File: src/rtl/adder_arbiter.sv
// -----------------------------------------------------------------------------
// adder_arbiter
//   Arbitrates two requesters (0 = PC/fetch, 1 = ALU) onto one shared,
//   purely combinational 4-bit ADDER slice.
//   - Grants one request per IDLE -> EXEC -> RESP round.
//   - Drives the ADDER inputs during EXEC only.
//   - Registers the ADDER result and flag.
//   - Returns the result with a one-cycle ACK pulse to the granted requester.
//
// Ports
//   CLK, RST              clock, synchronous active-high reset
//   REQ0/IN0_A/IN0_B/SEL0 requester 0 request, operands, ADDER select
//   REQ1/IN1_A/IN1_B/SEL1 requester 1 request, operands, ADDER select
//   ACK0, ACK1            one-cycle pulse: RES/RFLG valid for that requester
//   RES, RFLG             registered ADDER OUT/FLG of last completed operation
//   BUSY                  high while in EXEC or RESP
//   ADD_IN1/ADD_IN2/ADD_SEL  to ADDER; zero outside EXEC
//   ADD_OUT/ADD_FLG       from ADDER
// Parameter
//   PRIO_MODE             1 = round-robin on ties, 0 = requester 0 always wins
// -----------------------------------------------------------------------------
module adder_arbiter #(
    parameter bit PRIO_MODE = 1'b1
) (
    input  logic       CLK,
    input  logic       RST,
    input  logic       REQ0,
    input  logic [3:0] IN0_A,
    input  logic [3:0] IN0_B,
    input  logic [1:0] SEL0,
    input  logic       REQ1,
    input  logic [3:0] IN1_A,
    input  logic [3:0] IN1_B,
    input  logic [1:0] SEL1,
    output logic       ACK0,
    output logic       ACK1,
    output logic [3:0] RES,
    output logic       RFLG,
    output logic       BUSY,
    output logic [3:0] ADD_IN1,
    output logic [3:0] ADD_IN2,
    output logic [1:0] ADD_SEL,
    input  logic [3:0] ADD_OUT,
    input  logic       ADD_FLG
);

    localparam int unsigned DW = 4;
    localparam int unsigned SW = 2;

    typedef enum logic [1:0] {
        S_IDLE = 2'd0,
        S_EXEC = 2'd1,
        S_RESP = 2'd2
    } state_t;

    state_t          state;
    state_t          state_nxt;
    logic            gnt;
    logic            gnt_nxt;
    logic            last;
    logic            last_nxt;
    logic            winner;
    logic            ack0_nxt;
    logic            ack1_nxt;
    logic [DW-1:0]   res_nxt;
    logic            rflg_nxt;

    // State and registered outputs; reset aborts any operation in flight
    always_ff @(posedge CLK) begin
        if (RST) begin
            state <= S_IDLE;
            gnt   <= 1'b0;
            last  <= 1'b1;
            ACK0  <= 1'b0;
            ACK1  <= 1'b0;
            RES   <= '0;
            RFLG  <= 1'b0;
            BUSY  <= 1'b0;
        end else begin
            state <= state_nxt;
            gnt   <= gnt_nxt;
            last  <= last_nxt;
            ACK0  <= ack0_nxt;
            ACK1  <= ack1_nxt;
            RES   <= res_nxt;
            RFLG  <= rflg_nxt;
            BUSY  <= (state_nxt != S_IDLE);
        end
    end

    // Next-state, grant selection and ADDER drive
    always_comb begin
        state_nxt = state;
        gnt_nxt   = gnt;
        last_nxt  = last;
        winner    = 1'b0;
        ack0_nxt  = 1'b0;
        ack1_nxt  = 1'b0;
        res_nxt   = RES;
        rflg_nxt  = RFLG;
        ADD_IN1   = '0;
        ADD_IN2   = '0;
        ADD_SEL   = '0;

        case (state)
            S_IDLE: begin
                if (REQ0 || REQ1) begin
                    // On a tie, round-robin favours whoever did not win last
                    if (REQ0 && REQ1) begin
                        winner = PRIO_MODE ? ~last : 1'b0;
                    end else begin
                        winner = REQ1;
                    end
                    gnt_nxt   = winner;
                    last_nxt  = winner;
                    state_nxt = S_EXEC;
                end
            end
            S_EXEC: begin
                // Operands are taken live from the granted requester
                ADD_IN1   = gnt ? IN1_A : IN0_A;
                ADD_IN2   = gnt ? IN1_B : IN0_B;
                ADD_SEL   = gnt ? SW'(SEL1) : SW'(SEL0);
                res_nxt   = DW'(ADD_OUT);
                rflg_nxt  = ADD_FLG;
                ack0_nxt  = ~gnt;
                ack1_nxt  = gnt;
                state_nxt = S_RESP;
            end
            S_RESP: begin
                state_nxt = S_IDLE;
            end
            default: begin
                state_nxt = S_IDLE;
            end
        endcase
    end

endmodule
File: config.mk
export PLATFORM = sky130hd
export DESIGN_NAME = adder_arbiter
export DESIGN_NICKNAME = d
export VERILOG_FILES = /design/src/rtl/adder_arbiter.sv
export SDC_FILE = /design/constraint.sdc
export NUM_CORES = 1
export LEC_CHECK = 0
export CAP_MARGIN = 20
export CORE_AREA = 2 2 46 48
export DETAILED_ROUTE_END_ITERATION = 7
export DIE_AREA = 0 0 48 50
export PLACE_DENSITY = 0.87
export SETUP_SLACK_MARGIN = 0.2
export SYNTH_ARGS = -nofsm -noshare
export SYNTH_HDL_FRONTEND = slang
export SYNTH_SLANG_ARGS = --single-unit
File: constraint.sdc
create_clock -name CLK -period 2 [get_ports CLK]
set_clock_uncertainty 0.15 [all_clocks]
set_input_delay 0.6 -clock CLK [delete_from_list [all_inputs] [get_ports CLK]]
set_output_delay 0.6 -clock CLK [all_outputs]
set_load 0.02 [all_outputs]
==> impl_metrics.json <==
{
  "worst-path-buf-inv": 2,
  "dpl.cell_count": 143,
  "total_power_mw": 0.619,
  "netlist_area_sq_um": 561,
  "cts.sinks": 12,
  "maxCapViolations": 0,
  "path_cells": "dlygate4sd2_1 -> mux2i_1 -> nor2_1 -> buf_4",
  "internal-power_mw": 0.447,
  "p_leak_nw": 0.525,
  "ctsLongestPathBuffers": 2,
  "setup_violations": 0,
  "synth_cell_types": 16,
  "seq_area_frac_synth_pct": 42.9,
  "track_usage_pct": 15.5,
  "die_x_um": 48,
  "syn_inst": 68,
  "final_cell_mix": "dlygate4sd2_1 (25), buf_4 (15), nor2_1 (12), dfxtp_1 (11), nand2_1 (11)",
  "min_period_ps": 1950,
  "synth_edf_count": 0,
  "timing.fmax_mhz": 512,
  "holdWs_ps": 301,
  "start_util_pct": 29.5,
  "drive_above_1_share_pct": 24.0,
  "async_flop_share_pct": 0,
  "cts_root_buf": "clkbuf_4",
  "crit_family": "buffers and inverters",
  "nets": 152,
  "antenna_left": 0,
  "dieArea_sq_um": 2400,
  "drt_iter0_drc": 3,
  "tritoncts": "yes",
  "worstMarginPinSlew_ps": 220,
  "stdcell_count": 148,
  "grt_pass1_wl_mm": 2.62,
  "avgSynthCellArea_sq_um": 8.24,
  "hold_viol": 0,
  "grt_pass1_vias": 698,
  "avgRoutedWirePerCell_um": 10.8,
  "gp_congestion": 0.667,
  "wl_mm": 1.60,
  "core_area_sq_um": 1900,
  "rsz0062_at_grt": "yes",
  "io_pins": 47,
  "start_kind": "primary input",
  "pwr-share-clk_pct": 21.6,
  "synthToLayoutAreaGrowth_pct": 102,
  "overflow": 0,
  "p_sw_mw": 0.172,
  "clk_latency_ps": 260,
  "swShare_pct": 27.8,
  "port-buffer-count": 46,
  "n_antenna_cell": 0,
  "antenna_found_initial": 0,
  "viasPerCell": 4.49,
  "worst_ir_drop_vdd_v": 0.000222,
  "finalCritPeriodShare_pct": 97.6,
  "synth.net_count": 97,
  "critPathMaxStageDelay_ps": 220,
  "powerDensity_nw_per_um2": 546,
  "yosysWarnings": 0,
  "place_area_sq_um": 1100,
  "dp_hpwl_mm": 1.35,
  "grt_max_degree": 12,
  "rows": 16,
  "seq_power_share_pct": 42.9,
  "design_area_sq_um": 1130,
  "cts.clk_slew.worst_paths_ps": 60,
  "hold_class": "flop to flop",
  "synth-seq-cells": 12,
  "cp.arrival_ps": 1200,
  "slowest_stage": "dlygate4sd2_1",
  "post-route-util_pct": 59.7,
  "path_class": "primary input to output port",
  "max_slew_margin_pct": 85.3,
  "cp-end-kind": "output port",
  "cts_buffers": 3,
  "drc": 0,
  "final_max_slew_viol_count": 0,
  "h-tree-depth": 1,
  "dr_total_vias": 665,
  "status": "complete, no violations",
  "cp_max_fo": 1,
  "final_common_cell": "dlygate4sd2_1",
  "synth-main-ff-cell": "dfxtp_1",
  "combPwrFrac_pct": 35.5,
  "crit_required_ps": 1250,
  "die_h_um": 50,
  "firstDrtPassIters": 2
}
## synth_stat cells, drive strengths merged (2+ instances only)
cell   number  area (sq um)
nor2       14          52.6
nand2      11          41.3
and2b       2          15.0
dfxtp      12           240
a21oi       5          25.0
nor3        3          15.0
mux2i      10           100
buf         4          22.5
## worst register-to-register path, cell delays in order, from the launching register on
cell and delay [ps]:
dfxtp_1 340, buf_4 150, or3b_4 370, a221o_1 310
## metrics by stage
stage / TNS [ps] / setup WS, ps
2_1_floorplan: 0 / 187
3_3_place_gp: -5680 / -589
3_5_place_dp: -5900 / -644
4_1_cts: 0 / 4.13
5_1_grt: -25.2 / -25.2
6_report: 0 / 47.6
## final timing paths
path              depth (start not counted)    endpoint     start  slack [ps]
hold reg to reg                           2      RES[1]    RES[1]         300
setup / recovery                          4  ADD_IN2[2]  IN1_B[2]          50
hold / removal                            2      RES[1]    RES[1]         300
setup reg to reg                          3        last  state[0]         570
## repair_timing
item,CTS,global route
pin swaps,2,5
resized for setup,85,7
hold buffers,0,0
setup endpoints to repair,18,11
gates cloned,0,1
setup buffers,1,0
## metal layers
layer	wire length (um)	share of wire, %	track usage [%]	vias up
li1	-	-	-	331
met5	0	0	0	-
met1	584	37	15.4	292
met2	820	51	27.1	42
met3	196	12	4.40	0
met4	0	0	8.11	0
## registers in the layout (all words and copies together) (netlist names)
| name | count |
|---|---|
| ACK0 | 1 |
| ACK1 | 1 |
| BUSY | 1 |
| RES | 4 |
| RFLG | 1 |
| gnt | 1 |
| last | 1 |
| state | 2 |
## cells by family after synthesis
logic type / synth area share [%]
AND/OR/NAND/NOR: 25.9
AO/OA/AOI/OAI: 8.70
multiplexers: 17.9
flip-flops: 42.9
buffers and inverters: 4.69
## power by group through the flow
stage | clock, mW | sequential (mW) | combinational [mW]
floorplan | 0 | 0.280 | 0.0870
global placement | 0 | 0.268 | 0.219
detailed placement | 0 | 0.270 | 0.224
CTS | 0.142 | 0.264 | 0.205
global route | 0.156 | 0.267 | 0.239
finish | 0.134 | 0.266 | 0.220
## cell type report
type / count / area [sq um]
clock buffers: 3 / 22.5
fillers: 187 / 767
multi-input cells: 51 / 325
flip-flops and latches: 12 / 244
well taps: 27 / 33.8
repair buffers: 55 / 509
Note: power is estimated with default switching activity, not from simulation.
